<file path="src/rtl/sdram_bank_scheduler.sv">
// DDR4 bookkeeping core: address decode, per-bank open/busy tracking, timed completion FIFO.
// Optional SDRAM_SCHED_TRACE_EN adds simulation-only command/drop tracing.

module sdram_bank_fsm #(
  parameter int ROW_BITS           = 8,
  parameter int ACTIVATION_LATENCY = 8,
  parameter int PRECHARGE_LATENCY  = 5
) (
  input  logic                clk_in,
  input  logic                rst_in,
  input  logic                activate_in,
  input  logic                precharge_in,
  input  logic [ROW_BITS-1:0] row_address_in,
  output logic [ROW_BITS-1:0] active_row_out,
  output logic                ready_out,
  output logic                active_out,
  output logic                blocked_out,
  output logic                act_ok_out,
  output logic                pre_ok_out
);
  localparam int LAT_MAX = (ACTIVATION_LATENCY > PRECHARGE_LATENCY) ? ACTIVATION_LATENCY
                                                                     : PRECHARGE_LATENCY;
  localparam int CW = $clog2(LAT_MAX + 1);

  typedef enum logic [1:0] {IDLE, ACTIVATING, ACTIVE, PRECHARGING} bank_state_e;

  bank_state_e         state_q, state_d;
  logic [CW-1:0]       cnt_q, cnt_d;
  logic [ROW_BITS-1:0] row_q, row_d;

  always_ff @(posedge clk_in or posedge rst_in) begin
    if (rst_in) begin
      state_q <= IDLE;
      cnt_q   <= '0;
      row_q   <= '0;
    end else begin
      state_q <= state_d;
      cnt_q   <= cnt_d;
      row_q   <= row_d;
    end
  end

  // Countdown is loaded with latency-1 so the state flips exactly latency edges after the command.
  always_comb begin
    state_d    = state_q;
    cnt_d      = cnt_q;
    row_d      = row_q;
    act_ok_out = 1'b0;
    pre_ok_out = 1'b0;
    case (state_q)
      IDLE: if (activate_in) begin
        state_d    = ACTIVATING;
        cnt_d      = CW'(ACTIVATION_LATENCY - 1);
        row_d      = row_address_in;
        act_ok_out = 1'b1;
      end
      ACTIVATING: if (cnt_q == '0) state_d = ACTIVE;
                  else cnt_d = cnt_q - CW'(1);
      ACTIVE: if (precharge_in) begin
        state_d    = PRECHARGING;
        cnt_d      = CW'(PRECHARGE_LATENCY - 1);
        pre_ok_out = 1'b1;
      end
      PRECHARGING: if (cnt_q == '0) state_d = IDLE;
                   else cnt_d = cnt_q - CW'(1);
      default: state_d = IDLE;
    endcase
  end

  assign active_row_out = row_q;
  assign ready_out      = (state_q == IDLE);
  assign active_out     = (state_q == ACTIVE);
  assign blocked_out    = (state_q == ACTIVATING) || (state_q == PRECHARGING);
endmodule

module sdram_bank_scheduler #(
  parameter int ROW_BITS           = 8,
  parameter int COL_BITS           = 4,
  parameter int PADDR_BITS         = 19,
  parameter int BANK_GROUPS        = 4,
  parameter int BANKS_PER_GROUP    = 4,
  parameter int BANKS              = BANK_GROUPS * BANKS_PER_GROUP,
  parameter int ACTIVATION_LATENCY = 8,
  parameter int PRECHARGE_LATENCY  = 5,
  parameter int QUEUE_SIZE         = 32,
  parameter int CNT_BITS           = 32
) (
  input  logic                               clk_in,
  input  logic                               rst_in,
  input  logic [PADDR_BITS-1:0]              addr_in,
  output logic                               we_out,
  output logic [COL_BITS-1:0]                col_out,
  output logic [$clog2(BANKS_PER_GROUP)-1:0] ba_out,
  output logic [$clog2(BANK_GROUPS)-1:0]     bg_out,
  output logic [ROW_BITS-1:0]                row_out,
  output logic [$clog2(BANKS)-1:0]           bank_idx_out,
  input  logic [BANKS-1:0]                   activate_in,
  input  logic [BANKS-1:0]                   precharge_in,
  input  logic [ROW_BITS-1:0]                row_address_in,
  output logic [BANKS*ROW_BITS-1:0]          active_row_out,
  output logic [BANKS-1:0]                   ready_to_access_out,
  output logic [BANKS-1:0]                   active_bank_out,
  output logic [BANKS-1:0]                   blocked_out,
  input  logic                               enqueue_in,
  input  logic                               dequeue_in,
  input  logic                               req_read_in,
  input  logic [CNT_BITS-1:0]                req_cycle_in,
  input  logic [CNT_BITS-1:0]                cycle_count_in,
  output logic                               req_read_out,
  output logic [CNT_BITS-1:0]                req_cycle_out,
  output logic                               req_due_out,
  output logic                               empty_out,
  output logic                               full_out
);
  localparam int BA_W  = $clog2(BANKS_PER_GROUP);
  localparam int BG_W  = $clog2(BANK_GROUPS);
  localparam int BI_W  = $clog2(BANKS);
  localparam int TOP_U = COL_BITS + BA_W + BG_W + ROW_BITS;
  localparam int QW    = $clog2(QUEUE_SIZE);

  typedef struct packed {
    logic                rd;
    logic [CNT_BITS-1:0] cyc;
  } rec_t;

  // Address decode
  assign we_out       = addr_in[PADDR_BITS-1];
  assign col_out      = addr_in[COL_BITS-1:0];
  assign ba_out       = addr_in[COL_BITS +: BA_W];
  assign bg_out       = addr_in[COL_BITS+BA_W +: BG_W];
  assign row_out      = addr_in[COL_BITS+BA_W+BG_W +: ROW_BITS];
  assign bank_idx_out = BI_W'(BI_W'(bg_out) * BI_W'(BANKS_PER_GROUP) + BI_W'(ba_out));

  logic unused_addr;
  assign unused_addr = ^addr_in[PADDR_BITS-2:TOP_U];

  // Bank lanes
  logic [BANKS-1:0][ROW_BITS-1:0] row_w;
  logic [BANKS-1:0]               act_ok, pre_ok;

  for (genvar i = 0; i < BANKS; i++) begin : g_bank
    sdram_bank_fsm #(
      .ROW_BITS(ROW_BITS), .ACTIVATION_LATENCY(ACTIVATION_LATENCY),
      .PRECHARGE_LATENCY(PRECHARGE_LATENCY)
    ) u_bank (
      .clk_in(clk_in), .rst_in(rst_in),
      .activate_in(activate_in[i]), .precharge_in(precharge_in[i]),
      .row_address_in(row_address_in), .active_row_out(row_w[i]),
      .ready_out(ready_to_access_out[i]), .active_out(active_bank_out[i]),
      .blocked_out(blocked_out[i]), .act_ok_out(act_ok[i]), .pre_ok_out(pre_ok[i])
    );
  end
  assign active_row_out = row_w;

  // Completion FIFO; pointers wrap for free because depth is a power of two.
  rec_t          mem_q [QUEUE_SIZE];
  logic [QW-1:0] wr_ptr_q, wr_ptr_d, rd_ptr_q, rd_ptr_d;
  logic [QW:0]   count_q, count_d;
  logic          do_enq, do_deq;
  rec_t          head;

  assign empty_out = (count_q == '0);
  assign full_out  = (count_q == (QW+1)'(QUEUE_SIZE));

  always_comb begin
    do_deq   = dequeue_in && !empty_out;
    do_enq   = enqueue_in && (!full_out || do_deq);
    wr_ptr_d = do_enq ? wr_ptr_q + QW'(1) : wr_ptr_q;
    rd_ptr_d = do_deq ? rd_ptr_q + QW'(1) : rd_ptr_q;
    count_d  = count_q + (QW+1)'(do_enq) - (QW+1)'(do_deq);
  end

  always_ff @(posedge clk_in or posedge rst_in) begin
    if (rst_in) begin
      wr_ptr_q <= '0;
      rd_ptr_q <= '0;
      count_q  <= '0;
    end else begin
      wr_ptr_q <= wr_ptr_d;
      rd_ptr_q <= rd_ptr_d;
      count_q  <= count_d;
    end
  end

  always_ff @(posedge clk_in) begin
    if (do_enq) mem_q[wr_ptr_q] <= '{rd: req_read_in, cyc: req_cycle_in};
  end

  assign head          = mem_q[rd_ptr_q];
  assign req_read_out  = !empty_out && head.rd;
  assign req_cycle_out = empty_out ? '0 : head.cyc;
  assign req_due_out   = !empty_out && (req_cycle_out < cycle_count_in);

`ifdef SDRAM_SCHED_TRACE_EN
  always @(posedge clk_in) begin
    if (!rst_in) begin
      for (int i = 0; i < BANKS; i++) begin
        if (act_ok[i]) $display("sched: activate bank %0d row %0h", i, row_address_in);
        if (pre_ok[i]) $display("sched: precharge bank %0d row %0h", i, row_w[i]);
      end
      if (enqueue_in && !do_enq) $display("sched: enqueue dropped, queue full");
    end
  end
`else
  logic unused_trace;
  assign unused_trace = ^{act_ok, pre_ok};
`endif
endmodule

</file>
<file path="config.mk">
export PLATFORM = sky130hd
export DESIGN_NAME = sdram_bank_scheduler
export DESIGN_NICKNAME = d
export VERILOG_FILES = /design/src/rtl/sdram_bank_scheduler.sv
export SDC_FILE = /design/constraint.sdc
export NUM_CORES = 1
export LEC_CHECK = 0
export BUFFER_PORTS_ARGS = -buffer_cell sky130_fd_sc_hd__buf_2
export CORE_MARGIN = 10
export CORE_UTILIZATION = 60
export CTS_CLUSTER_DIAMETER = 80
export DETAILED_ROUTE_END_ITERATION = 7
export PLACE_DENSITY_LB_ADDON = 0.05
export SYNTH_ARGS = -nofsm -noshare
export SYNTH_HDL_FRONTEND = slang
export SYNTH_SLANG_ARGS = --single-unit
</file>
<file path="constraint.sdc">
create_clock -name clk_in -period 9.1 [get_ports clk_in]
set_input_delay 1.365 -clock clk_in [delete_from_list [all_inputs] [get_ports clk_in]]
set_output_delay 1.365 -clock clk_in [all_outputs]
set_load 0.03 [all_outputs]
</file>
==> results.yml <==
yosys:
  syn_nets: 3131
  synth_compound_area_frac: 0.0322
  synthSimpleGateAreaFrac: 0.0270
  ys.flop_type: "edfxtp_1"
  ys_seq_area_frac: 0.706
  ys_warn_count: 0
  synth_largest_area_cell: "edfxtp_1"
  ys_async_sr_fraction: 0.185
  synth_top_area_frac: 0.594
  synth_area_leaders: "edfxtp_1 (59%), mux4_2 (14%), dfrtp_1 (11%)"
  yosysUniqueCellTypes: 55
  ys_ff_latch: 1296
  synth.area.mux_share: 0.169
  synth_xor_area_frac: 0.00197
  netlist_area_sq_um: 53400
  synth_top_family_by_area: "multiplexers"
  synthAdderAreaFrac: 0.0294
  avgSynthCellArea_sq_um: 18.6
  synthCells: 2878
  synth_edf_count: 1056
grt:
  grt_pass1_vias: 28900
  grt_pass1_wl_mm: 191
  grt_use_total: 0.254
  overflow: 0
  antenna_found_initial: 9
  grt_max_degree: 126
timing:
  setup_tns_ns: 0
  tightest_slew_ns: 1.14
  fin_crit_ns: 6.91
  setup_violations: 0
  max-slew-margin-rel: 0.242
  rsz0062_at_grt: "false"
  fmax_mhz: 145
  finalHoldViolCount: 0
  worst_slack_ns: 2.19
  finalCritPeriodShare: 0.760
  finalClockSkew_ns: 0.0238
  finalMaxSlewViolations: 0
die:
  die_height_um: 318
  pin_count: 361
  coreArea_sq_um: 88400
  initial_core_util: 0.604
  die_area_sq_um: 101000
  die_x_um: 318
  fp-row-count: 109
critical_path:
  slowest_stage: "or2_2"
  cp-start-kind: "register"
  worstPathRequired_ns: 7.74
  crit_type: "register to primary output"
  crit_path_max_fanout: 18
  arrival_ns: 5.55
  crit_chain: "inv_1 > ha_1 > nor3b_1 > nand2_1 > inv_1 > or2_2 > buf_4 > o22ai_1 > ha_1 > a21o_1 > a21o_1 > a21oi_1 > o211a_1 > o221ai_1 > a31oi_1 > buf_2"
  endpoint_kind: "primary output"
  cp_slowest_stage_delay_ns: 0.67
clock_network:
  cts_tree: "built"
  max-clock-path-buffers: 3
  cts-htree-levels: 4
  cts_buffers: 135
  cts_num_sinks: 1296
  post_cts_buffers: 0
  cts_resized: 0
  postCtsHoldBufs: 0
  clk_latency_ns: 0.72
  clkTransAtPathRegs_ns: 0.06
  root_buffer: "clkbuf_16"
job:
  drv_cap: 0
run_status:
  status: "complete, no violations"
pwr:
  power.internal_mw: 13.5
  powerDensity_nw_per_um2: 353
  seqPwrFrac: 0.370
  p_comb_frac: 0.389
  irDropWorstVdd_mv: 0.315
  p_leak_nw: 21.9
  switching_share: 0.366
  power_switching_mw: 7.78
  p_clk_frac: 0.241
routing:
  drtPass1Iterations: 7
  vias: 28400
  wl_per_cell_um: 28.8
  via_per_inst: 6.34
  drc: 0
  drtAntennaViolNets: 0
  drt-initial-drc-count: 3062
  wl_mm: 129
layout:
  final_cell_mix: "edfxtp_1 (1056), mux4_2 (326), buf_2 (320)"
  drive_gt1_frac: 0.320
  design.final.nets: 3473
  final_common_cell: "edfxtp_1"
  area_growth_pct: 12.7
placed_design:
  numPortBuffers: 320
  dpl_worst_slack_ns: 2.87
  routabilityCongestion: 0.823
  dp_hpwl_mm: 74.8
worst_hold_path:
  hold_path_class: "register to register"
==> final timing paths <==
path	from	end	slack, ns	cells after the start
min	g_bank[15].u_bank.cnt_q[1]	g_bank[15].u_bank.cnt_q[1]	0.48	1
min in group asynchronous	rst_in	g_bank[13].u_bank.state_q[0]	0.79	2
min reg2reg	g_bank[15].u_bank.cnt_q[1]	g_bank[15].u_bank.cnt_q[1]	0.48	1
max in group asynchronous	rst_in	g_bank[5].u_bank.cnt_q[1]	6.80	3
max	count_q[2]	req_due_out	2.19	16
max reg2reg	count_q[2]	mem_q[28][7]	4.74	10
==> synth_stat cells (10+ instances only) <==
cell type  count
mux2_2       143
a31oi_1       12
buf_4         88
a211oi_1      19
mux4_2       326
buf_1         10
nor3_1        33
nor2_1        93
nand2_1      106
o21ai_0       77
ha_1         124
dfrtp_1      240
o31ai_1       13
nand3_1       17
nor3b_1       11
inv_1        220
a21oi_1       39
o22ai_1       39
a21o_1        29
edfxtp_1    1056
a22oi_1       12
buf_2         14
clkbuf_1      48
or3_1         11
==> kinds of logic after synthesis <==
| group | Yosys count |
|---|---|
| DFF | 1296 |
| and+or+nand+nor | 315 |
| muxes | 476 |
| buffers and inverters | 385 |
| xor gates and xnor gates | 12 |
| AOI/OAI and AO/OA | 269 |
| adders and majority gates | 125 |
==> cell type report <==
type / count / area (sq um)
Antenna cell: 4 / 10.0
Clock buffer: 174 / 3610
Clock inverter: 56 / 449
Fill cell: 5721 / 28200
Inverter: 220 / 833
Multi-Input combinational cell: 1197 / 14100
Sequential cell: 1296 / 37700
Tap cell: 1165 / 1460
Timing Repair Buffer: 370 / 2010
==> sequential cells by signal, summed over array words and instances, names as in the netlist <==
| register | cells |
|---|---|
| g_bank.u_bank.state_q | 32 |
| wr_ptr_q | 5 |
| count_q | 6 |
| mem_q | 1056 |
| g_bank.u_bank.active_row_out | 128 |
| rd_ptr_q | 5 |
| g_bank.u_bank.cnt_q | 64 |
==> through the flow <==
stage	hold WS [ns]	instance area, sq um	std cells	total power [mW]	utilization
global route	0.494	60200	4480	22.3	0.681
CTS	0.479	60200	4478	21.4	0.681
floorplan	0.446	53400	2878	13.8	-
finish	0.477	60200	4482	21.2	0.681
detailed placement	0.466	56100	4248	16.3	0.635
global placement	0.463	56100	4248	16.0	0.635
==> worst max-delay path: cells and delay by family (launching register included) <==
kind / cells / cell delay [ns]
AND/OR/NAND/NOR: 3 / 1.13
adder cells (fa/ha/maj): 2 / 0.51
buffers and inverters: 4 / 1.14
flip-flops: 1 / 0.39
AO/OA/AOI/OAI: 7 / 1.64
==> power by group through the flow <==
stage / clock [mW] / sequential [mW] / combinational (mW)
2_1_floorplan: 0 / 8.34 / 5.51
3_3_place_gp: 0 / 7.91 / 8.09
3_5_place_dp: 0 / 7.98 / 8.30
4_1_cts: 5.20 / 7.86 / 8.34
5_1_grt: 5.45 / 7.96 / 8.87
6_report: 5.11 / 7.87 / 8.26
==> per-layer routing <==
metal  share of wire  GRT usage  up-vias
li1                -          -    11900
met4           0.025     0.0750        4
met3           0.088     0.0540      217
met2            0.49      0.411     1371
met5         0.00021          0        -
met1            0.40      0.348    14900
Power figures use the tool's default switching activity.
